`src/rtl/filter_preload_loader.sv`:
```
// Wishbone classic read master that copies a filter (up to FILTER_WORDS words)
// from system RAM into a local tap buffer read by the SIMD MAC CFU.
module filter_preload_loader #(
    parameter int FILTER_WORDS = 32,
    parameter int MAX_RETRY    = 3
) (
    input  logic                          clk,
    input  logic                          reset,
    input  logic                          start_valid,
    output logic                          start_ready,
    input  logic [31:0]                   start_base_adr,
    input  logic [$clog2(FILTER_WORDS):0] start_len,
    output logic                          busy,
    output logic                          done,
    output logic                          load_err,
    output logic [$clog2(FILTER_WORDS):0] words_loaded,
    input  logic [$clog2(FILTER_WORDS)-1:0] rd_idx,
    output logic [31:0]                   rd_data,
    output logic                          rd_valid,
    output logic [29:0]                   cfu_ram_adr,
    output logic [31:0]                   cfu_ram_dat_mosi,
    output logic [3:0]                    cfu_ram_sel,
    output logic                          cfu_ram_cyc,
    output logic                          cfu_ram_stb,
    output logic                          cfu_ram_we,
    output logic [2:0]                    cfu_ram_cti,
    output logic [1:0]                    cfu_ram_bte,
    input  logic [31:0]                   cfu_ram_dat_miso,
    input  logic                          cfu_ram_ack,
    input  logic                          cfu_ram_err
);
    // state | meaning
    // IDLE  | waiting for a start command
    // FETCH | cyc/stb asserted for buffer[idx], waiting for ack/err
    // GAP   | one idle bus cycle between words
    // DONE  | one-cycle done pulse after a complete load
    // ABORT | one-cycle done pulse with load_err after too many errors
    localparam int LW = $clog2(FILTER_WORDS) + 1;
    localparam int IW = $clog2(FILTER_WORDS);
    localparam int RW = $clog2(MAX_RETRY + 1);
    localparam logic [LW-1:0] LP_FW   = LW'(FILTER_WORDS);
    localparam logic [RW-1:0] LP_MAXR = RW'(MAX_RETRY);

    localparam logic [2:0] S_IDLE  = 3'd0;
    localparam logic [2:0] S_FETCH = 3'd1;
    localparam logic [2:0] S_GAP   = 3'd2;
    localparam logic [2:0] S_DONE  = 3'd3;
    localparam logic [2:0] S_ABORT = 3'd4;

    logic [2:0]    r_state;
    logic [29:0]   r_adr;
    logic [LW-1:0] r_len;
    logic [LW-1:0] r_words;
    logic [IW-1:0] r_idx;
    logic [RW-1:0] r_retry;
    logic          r_err;
    logic [31:0]   r_buf [FILTER_WORDS];
    logic [31:0]   r_rd_data;
    logic          r_rd_valid;

    logic          w_fetch;
    logic          w_ack;
    logic          w_err;
    logic          w_last;
    logic [RW-1:0] w_retry_nxt;
    logic [LW-1:0] w_len_clamp;
    logic          w_unused;

    assign w_fetch     = (r_state == S_FETCH);
    assign w_ack       = w_fetch & cfu_ram_ack;
    // ack wins when the slave raises both terminations together
    assign w_err       = w_fetch & cfu_ram_err & ~cfu_ram_ack;
    assign w_last      = ({1'b0, r_idx} == (r_len - LW'(1)));
    assign w_retry_nxt = r_retry + RW'(1);
    assign w_len_clamp = (start_len > LP_FW) ? LP_FW : start_len;
    assign w_unused    = &{1'b0, start_base_adr[1:0]};

    always_ff @(posedge clk or negedge reset) begin
        if (!reset) begin
            r_state <= S_IDLE;
            r_adr   <= '0;
            r_len   <= '0;
            r_words <= '0;
            r_idx   <= '0;
            r_retry <= '0;
            r_err   <= 1'b0;
        end else begin
            case (r_state)
                S_IDLE: begin
                    if (start_valid) begin
                        r_adr   <= start_base_adr[31:2];
                        r_len   <= w_len_clamp;
                        r_idx   <= '0;
                        r_words <= '0;
                        r_retry <= '0;
                        r_err   <= 1'b0;
                        r_state <= (w_len_clamp == '0) ? S_DONE : S_FETCH;
                    end
                end
                S_FETCH: begin
                    if (w_ack) begin
                        r_words <= {1'b0, r_idx} + LW'(1);
                        r_retry <= '0;
                        if (w_last) begin
                            r_state <= S_DONE;
                        end else begin
                            r_idx   <= r_idx + IW'(1);
                            r_adr   <= r_adr + 30'd1;
                            r_state <= S_GAP;
                        end
                    end else if (w_err) begin
                        r_retry <= w_retry_nxt;
                        if (w_retry_nxt == LP_MAXR) begin
                            r_err   <= 1'b1;
                            r_state <= S_ABORT;
                        end else begin
                            r_state <= S_GAP;
                        end
                    end
                end
                S_GAP:   r_state <= S_FETCH;
                S_DONE:  r_state <= S_IDLE;
                S_ABORT: r_state <= S_IDLE;
                default: r_state <= S_IDLE;
            endcase
        end
    end

    // Buffer contents survive reset; only the valid count is cleared.
    always_ff @(posedge clk) begin
        if (w_ack) begin
            r_buf[r_idx] <= cfu_ram_dat_miso;
        end
    end

    always_ff @(posedge clk or negedge reset) begin
        if (!reset) begin
            r_rd_data  <= '0;
            r_rd_valid <= 1'b0;
        end else begin
            r_rd_data  <= r_buf[rd_idx];
            r_rd_valid <= ({1'b0, rd_idx} < r_words);
        end
    end

    assign start_ready      = (r_state == S_IDLE);
    assign busy             = (r_state != S_IDLE);
    assign done             = (r_state == S_DONE) | (r_state == S_ABORT);
    assign load_err         = r_err;
    assign words_loaded     = r_words;
    assign rd_data          = r_rd_data;
    assign rd_valid         = r_rd_valid;
    assign cfu_ram_adr      = r_adr;
    assign cfu_ram_dat_mosi = 32'd0;
    assign cfu_ram_sel      = 4'b1111;
    assign cfu_ram_cyc      = w_fetch;
    assign cfu_ram_stb      = w_fetch;
    assign cfu_ram_we       = 1'b0;
    assign cfu_ram_cti      = 3'd0;
    assign cfu_ram_bte      = 2'd0;

endmodule

```
`config.mk`:
```
export PLATFORM = sky130hd
export DESIGN_NAME = filter_preload_loader
export DESIGN_NICKNAME = d
export VERILOG_FILES = /design/src/rtl/filter_preload_loader.sv
export SDC_FILE = /design/constraint.sdc
export NUM_CORES = 1
export LEC_CHECK = 0
export CAP_MARGIN = 20
export CORE_MARGIN = 5
export CORE_UTILIZATION = 54
export DETAILED_ROUTE_END_ITERATION = 7
export HOLD_SLACK_MARGIN = 0.06
export PLACE_DENSITY_LB_ADDON = 0.1
export SYNTH_ARGS = -nofsm -noshare
export SYNTH_HDL_FRONTEND = slang
export SYNTH_SLANG_ARGS = --single-unit
```
`constraint.sdc`:
```
create_clock -name clk -period 3.03 [get_ports clk]
set_clock_uncertainty 0.1 [all_clocks]
set_input_delay 0.4545 -clock clk [delete_from_list [all_inputs] [get_ports clk]]
set_output_delay 0.4545 -clock clk [all_outputs]
set_load 0.01 [all_outputs]
```
==> results.tsv, run 1 <==
stage	metric	value	unit
final_layout	design area	51200	µm²
drt	drt pass-1 iters	5	
synthesis	Post-synth EDFFs	1024	
final_layout	share of cells above drive strength 1	29.3	%
timing	fin. max-slew vios	0	
global_routing	first-pass GRT wire length	147	mm
setup_path	cells along the critical path	or3_1 > inv_1 > clkdlybuf4s50_1	
drt	via-per-instance ratio	6.15	
synthesis	Mean Syn Cell Area	22.0	µm²
cts	clock root cell	clkbuf_16	
global_routing	vias in the first global route	21427	
setup_path	Worst Path Max Fanout	12	
synthesis	Synth async-reset ratio	7.75	%
job	Max Cap Violations	0	
drt	Final ANT Viol Nets	0	
cts	clk_lat worst skew	0.67	ns
timing	Final WS setup	0.196	ns
final_layout	Core Util, Final	64.6	%
cts	H-tree depth	3	
floorplanning	Core ar.	79300	µm²
cts	CTS tree	yes	
final_layout	area growth from synthesis to layout	18.3	%
setup_path	CP startpoint kind	flop	
placed_design	DP HPWL	56.6	mm
floorplanning	die width	293	µm
placed_design	Setup WS pre-CTS	0.337	ns
synthesis	Yosys reg bits	1110	
setup_path	Critical Path Slowest Stage Cell	clkdlybuf4s50_1	
final_layout	Cell Count, Final, Fillers Out	3405	
setup_path	CP Capture Type	output port	
synthesis	Yosys top cell area share	71.1	%
setup_path	critical path required time	2.48	ns
global_routing	initial antenna violation count	6	
setup_path	Worst R2R End	r_state[0]$_DFFE_PN0P_	
cts	Worst-path clk slew	0.06	ns
placed_design	gpl congestion	0.842	
hold_path	worst hold path class	in2async	
cts	Num CTS Buffers	111	
floorplanning	Initial Utilization	54.6	%
synthesis	Ys Warns	0	
drt	final wirelength	101	mm
setup_path	Reg2Reg Launch Point	r_len[2]$_DFFE_PN0P_	
drt	Residual DRC	0	
timing	Max Freq	0.353	GHz
floorplanning	Die Area	85900	µm²
global_routing	maximum number of pins on one net before global-route repair	59	
global_routing	total track usage	23.5	%
placed_design	Placed Area	47500	µm²
final_layout	Nets	2347	
drt	Vias	20924	
timing	Slew HR	28.2	%
floorplanning	cell row count	103	
global_routing	total grt overflow	0	
synthesis	Post-synth top flop	edfxtp_1	
setup_path	WP buf/inv	2	
synthesis	largest cells by area after synthesis	edfxtp_1 (71%), mux4_2 (17%), dfrtp_1 (5.0%), mux2_2 (0.86%), buf_4 (0.82%)	
status	status	complete, no violations	
synthesis	Synth area leader	edfxtp_1	
cts	CTS sink count	1110	
power	Power Density	693	nW/µm²
cts	clock buffer depth	3	
setup_path	cells on worst reg2reg path	6	
timing	final setup violating endpoints	0	
floorplanning	Die Ht	293	µm
setup_path	CP peak stage delay	0.56	ns
timing	final hold violations	0	
timing	Tightest Pin Transition	1.07	ns
final_layout	FF+latch area	32900	µm²
drt	number of DRC markers in iteration 0	2087	
setup_path	Setup CP Type	reg2out	
setup_path	setup slack, reg-to-reg	0.38	ns
synthesis	Cells after Synth	1970	
drt	routed len/inst	29.6	µm
final_layout	footprint of the multi-input gates	9920	µm²
timing	Final period util	93.5	%
synthesis	sequential element share of the synthesized area	76.1	%
setup_path	Top Family by Delay on Critical Path	buffers and inverters	
timing	final worst path period need	2.83	ns
power	LEAKAGE	16.5	nW
timing	RSZ-0062 raised after global routing	no	
synthesis	Post-Synthesis Cell Area	43300	µm²
final_layout	Layout fillers	5250	
placed_design	# port buffers	152	
power	Peak VDD IR	0.000473	V
placed_design	Post-Place Cells	3192	
synthesis	Netlist cell types	54	
setup_path	Critical Path AT	2.28	ns
floorplanning	io pins	197	
## how the worst max path moves through the flow
stage	cells past startpoint	slack, ns	to	startpoint
final	3	0.20	start_ready	r_state[0]$_DFFE_PN0P_
after global routing	4	0.1	cfu_ram_stb	r_state[2]$_DFFE_PN0P_
after CTS	4	0.02	cfu_ram_cyc	r_state[2]$_DFFE_PN0P_
after detailed placement	5	0.34	rd_data[22]$_DFF_PN0_	rd_idx[0]
after global placement	5	0.32	rd_data[22]$_DFF_PN0_	rd_idx[0]
after floorplan	4	-0.05	r_buf[28][0]$_DFFE_PP_	r_state[1]$_DFFE_PN0P_
## Yosys cell counts, drive strengths merged, types with 2 or more instances
library cell	count
edfxtp	1024
clkbuf	48
mux2	33
a21oi	47
nand3	24
nor2	49
nor3	6
nand2b	13
and4	4
xor2	5
a2111oi	2
conb	2
inv	20
nand4	7
o31ai	6
buf	94
ha	11
and3	6
o21bai	2
dfrtp	86
mux2i	2
nand2	56
a32oi	3
nand3b	4
a31o	5
a22oi	2
a211oi	2
xnor2	4
or3	6
o21ai	43
nor2b	2
a21o	3
o22ai	9
mux4	320
nor4	4
a31oi	3
## logic make-up (layout without fill, tap and decap cells)
family	count (synthesis)	count (layout)	synth area share [%]
buffers and inverters	162	504	1.94
multiplexers	355	355	17.6
adder cells (fa/ha/maj)	11	11	0.318
other	2	45	0.0174
AND/OR/NAND/NOR	186	186	2.05
XOR/XNOR	9	9	0.182
flip-flops	1110	1110	76.1
AO/OA/AOI/OAI	135	135	1.86
## layer usage
layer	GRT usage (%)	wire, µm	vias to the layer above
met5	0	22	-
met4	4.46	1530	4
met3	4.90	7400	127
met2	38.2	50100	801
met1	34.1	41800	11238
li1	-	-	8754
## state kept, by name, summed over array words and instances, names as in the netlist
register and flops:
r_buf 1024, rd_data 32, cfu_ram_adr 30, r_len 6, words_loaded 6, r_idx 5, r_state 3, r_retry 2
load_err 1, rd_valid 1
## stage by stage
stage	TNS, ns	total power (W)	hold WS (ns)
2_1_floorplan	-45.89	0.0201	0.0589
3_3_place_gp	0	0.0218	0.378
3_5_place_dp	0	0.0220	0.376
4_1_cts	0	0.0357	0.223
5_1_grt	0	0.0368	0.250
6_report	0	0.0355	0.228
## repair_timing
item | CTS | global route
endpoints found under the hold margin | 31 | 0
hold buffers | 1 | 0
setup endpoints to repair | 2 | 2
buffers inserted | 0 | 0
gates resized for setup | 1 | 2
## layout make-up
type,count,share of cell area [%]
timing repair buffer,275,6.37
antenna,3,0.0147
multi-input combinational,738,19.4
inverter,20,0.149
sequential,1110,64.3
clock inverter,68,1.37
tap,1050,2.57
clock buffer,141,5.88
## cell usage in the layout (no fill, tap or decap), types with 6 or more instances in the layout
cell             netlist  routed
a21oi_1               47      47
and3_1                 6       6
buf_12                 0      65
buf_4                 47      60
bufinv_16              0      14
clkbuf_1              48      19
clkbuf_16              0     112
clkbuf_8               0      10
clkdlybuf4s50_1        0     146
clkinv_1               0      25
clkinv_2               0      23
conb_1                 2      42
dfrtp_1               86      86
edfxtp_1            1024    1024
ha_1                  11      11
inv_1                 20      19
mux2_2                33      33
mux4_2               320     320
nand2_1               56      55
nand2b_1              13      13
nand3_1               24      24
nand4_1                7       7
nor2_1                49      16
nor2_4                 0      32
nor3_1                 6       6
o21ai_0               43      43
o22ai_1                9       9
o31ai_1                6       6
or3_1                  6       6
## power by group
part / internal, W / switching, W / total [W]
clock: 0.00819 / 0.00564 / 0.0138
combinational: 0.00181 / 0.00216 / 0.00397
sequential: 0.0172 / 0.000444 / 0.0177
total: 0.0272 / 0.00824 / 0.0355
Power figures use the tool's default switching activity.
==> inputs of run 2 (changes only) <==
Settings changed: HOLD_SLACK_MARGIN 0.06 to 0.02, REMOVE_ABC_BUFFERS set to 1.
==> results.tsv, run 2 (synthesis results as in run 1) <==
stage	metric	value	unit
status	status	complete, no violations	
global_routing	total grt overflow	0	
placed_design	Placed Area	47300	µm²
floorplanning	io pins	197	
drt	DR WL met2	52.0	mm
setup_path	cells along the critical path	nor2_2 > nand2_1 > clkinvlp_4 > clkdlybuf4s50_1	
final_layout	area growth from synthesis to layout	17.5	%
power	LEAKAGE	16.3	nW
setup_path	CP Capture Type	output port	
global_routing	initial antenna violation count	1	
final_layout	Largest Register	r_buf	
timing	final setup violating endpoints	0	
placed_design	Post-Place Cells	3183	
placed_design	gpl congestion	0.844	
timing	final hold violations	0	
setup_path	setup slack, reg-to-reg	0.39	ns
hold_path	worst hold path class	in2async	
drt	drt pass-1 iters	5	
power	Power Density	687	nW/µm²
cts	Worst-path clk slew	0.06	ns
floorplanning	Initial Utilization	54.6	%
job	Max Cap Violations	0	
setup_path	Critical Path Slowest Stage Cell	clkdlybuf4s50_1	
final_layout	design area	50800	µm²
final_layout	commonest non-fill, non-tap cell in the layout	edfxtp_1	
floorplanning	Die Area	85900	µm²
drt	Residual DRC	0	
drt	final wirelength	103	mm
global_routing	maximum number of pins on one net before global-route repair	59	
drt	via-per-instance ratio	6.22	
setup_path	Top Family by Delay on Critical Path	buffers and inverters	
cts	CTS sink count	1110	
timing	fin. max-slew vios	0	
cts	H-tree depth	3	
setup_path	Critical Path AT	2.29	ns
power	Peak VDD IR	0.000532	V
floorplanning	Die Ht	293	µm
floorplanning	cell row count	103	
setup_path	critical path required time	2.48	ns
placed_design	DP HPWL	54.7	mm
cts	Num CTS Buffers	109	
cts	clock root cell	clkbuf_16	
setup_path	Worst Path Max Fanout	11	
power	Power Total	0.0349	W
drt	routed metal-1 wirelength	41.6	mm
setup_path	WP buf/inv	2	
global_routing	vias in the first global route	21546	
placed_design	# port buffers	152	
drt	Routed met3 length	7.57	mm
setup_path	Setup CP Type	reg2out	
global_routing	total track usage	24.0	%
timing	Final period util	94.0	%
setup_path	CP startpoint kind	flop	
drt	routed len/inst	30.3	µm
cts	CTS tree	yes	
floorplanning	die width	293	µm
final_layout	Cell Count, Final, Fillers Out	3388	
cts	clock buffer depth	3	
global_routing	first-pass GRT wire length	150	mm
timing	Max Freq	0.351	GHz
floorplanning	Core ar.	79300	µm²
timing	Slew HR	28.7	%
final_layout	Largest register FFs	1024	
final_layout	most frequent cells in the layout	edfxtp_1 (1024), mux4_2 (320), clkdlybuf4s50_1 (146)	
final_layout	Nets	2337	
drt	number of DRC markers in iteration 0	2240	
drt	Vias	21081	
drt	Final ANT Viol Nets	0	
timing	RSZ-0062 raised after global routing	no	
timing	final worst path period need	2.85	ns
cts	clk_lat worst skew	0.67	ns
setup_path	CP peak stage delay	0.58	ns
timing	Fin Setup TNS	0	ns
timing	Tightest Pin Transition	1.07	ns
drt	top sig layer	met5	
final_layout	share of cells above drive strength 1	28.8	%
## run 2: cell types whose count changed in the layout (fill, tap and decap cells not counted), moves of 2 or more
cell	delta
bufinv_16	-8
buf_12	-10
diode_2	-2
clkbuf_8	+9
clkinv_1	-4
clkinv_2	-10
clkbuf_1	+6
## run 2: per-layer routing
metal | vias to the layer above | GRT usage, %
li1 | 8733 | -
met1 | 11339 | 34.7
met2 | 893 | 39.8
met3 | 114 | 4.01
met4 | 2 | 4.93
met5 | - | 0
## run 2: worst paths after layout
kind / startpoint / end / depth (start not counted)
max: r_state[2]$_DFFE_PN0P_ / cfu_ram_cyc / 4
min: reset / cfu_ram_adr[6]$_DFFE_PN0P_ / 2
max reg2reg: r_len[0]$_DFFE_PN0P_ / cfu_ram_adr[8]$_DFFE_PN0P_ / 9
min reg2reg: r_retry[0]$_DFFE_PN0P_ / r_retry[0]$_DFFE_PN0P_ / 1
max in group asynchronous: reset / rd_data[10]$_DFF_PN0_ / 3
min in group clk: start_base_adr[3] / cfu_ram_adr[1]$_DFFE_PN0P_ / 3
## run 2: where the power goes
| part | switching (W) | internal [W] |
|---|---|---|
| combinational | 0.00214 | 0.00185 |
| clock | 0.00554 | 0.00773 |
| sequential | 0.000449 | 0.0172 |
## run 2: layout make-up
| class | instances | area [µm²] |
|---|---|---|
| Inverter | 20 | 78.8 |
| Timing Repair Buffer | 267 | 3080 |
| Fill cell | 5295 | 28400 |
| Sequential cell | 1110 | 32900 |
| Antenna cell | 1 | 2.50 |
| Multi-Input combinational cell | 738 | 9910 |
| Tap cell | 1050 | 1310 |
| Clock inverter | 46 | 393 |
| Clock buffer | 156 | 3160 |
## run 2: repair_timing
item / CTS / global route
resized for setup: 0 / 2
hold endpoints to repair: 50 / 0
buffers inserted: 0 / 0
setup endpoints to repair: 0 / 2
hold buffers: 1 / 0
## run 2: stage by stage
step                      setup slack (ns)  hold WS [ns]  util, %
final                                0.181         0.277     64.1
after global routing                0.0364         0.331     64.1
after floorplan                    -0.0725        0.0589        -
after global placement               0.235         0.377     59.6
after CTS                           0.0538         0.278     64.1
after detailed placement             0.248         0.386     59.6
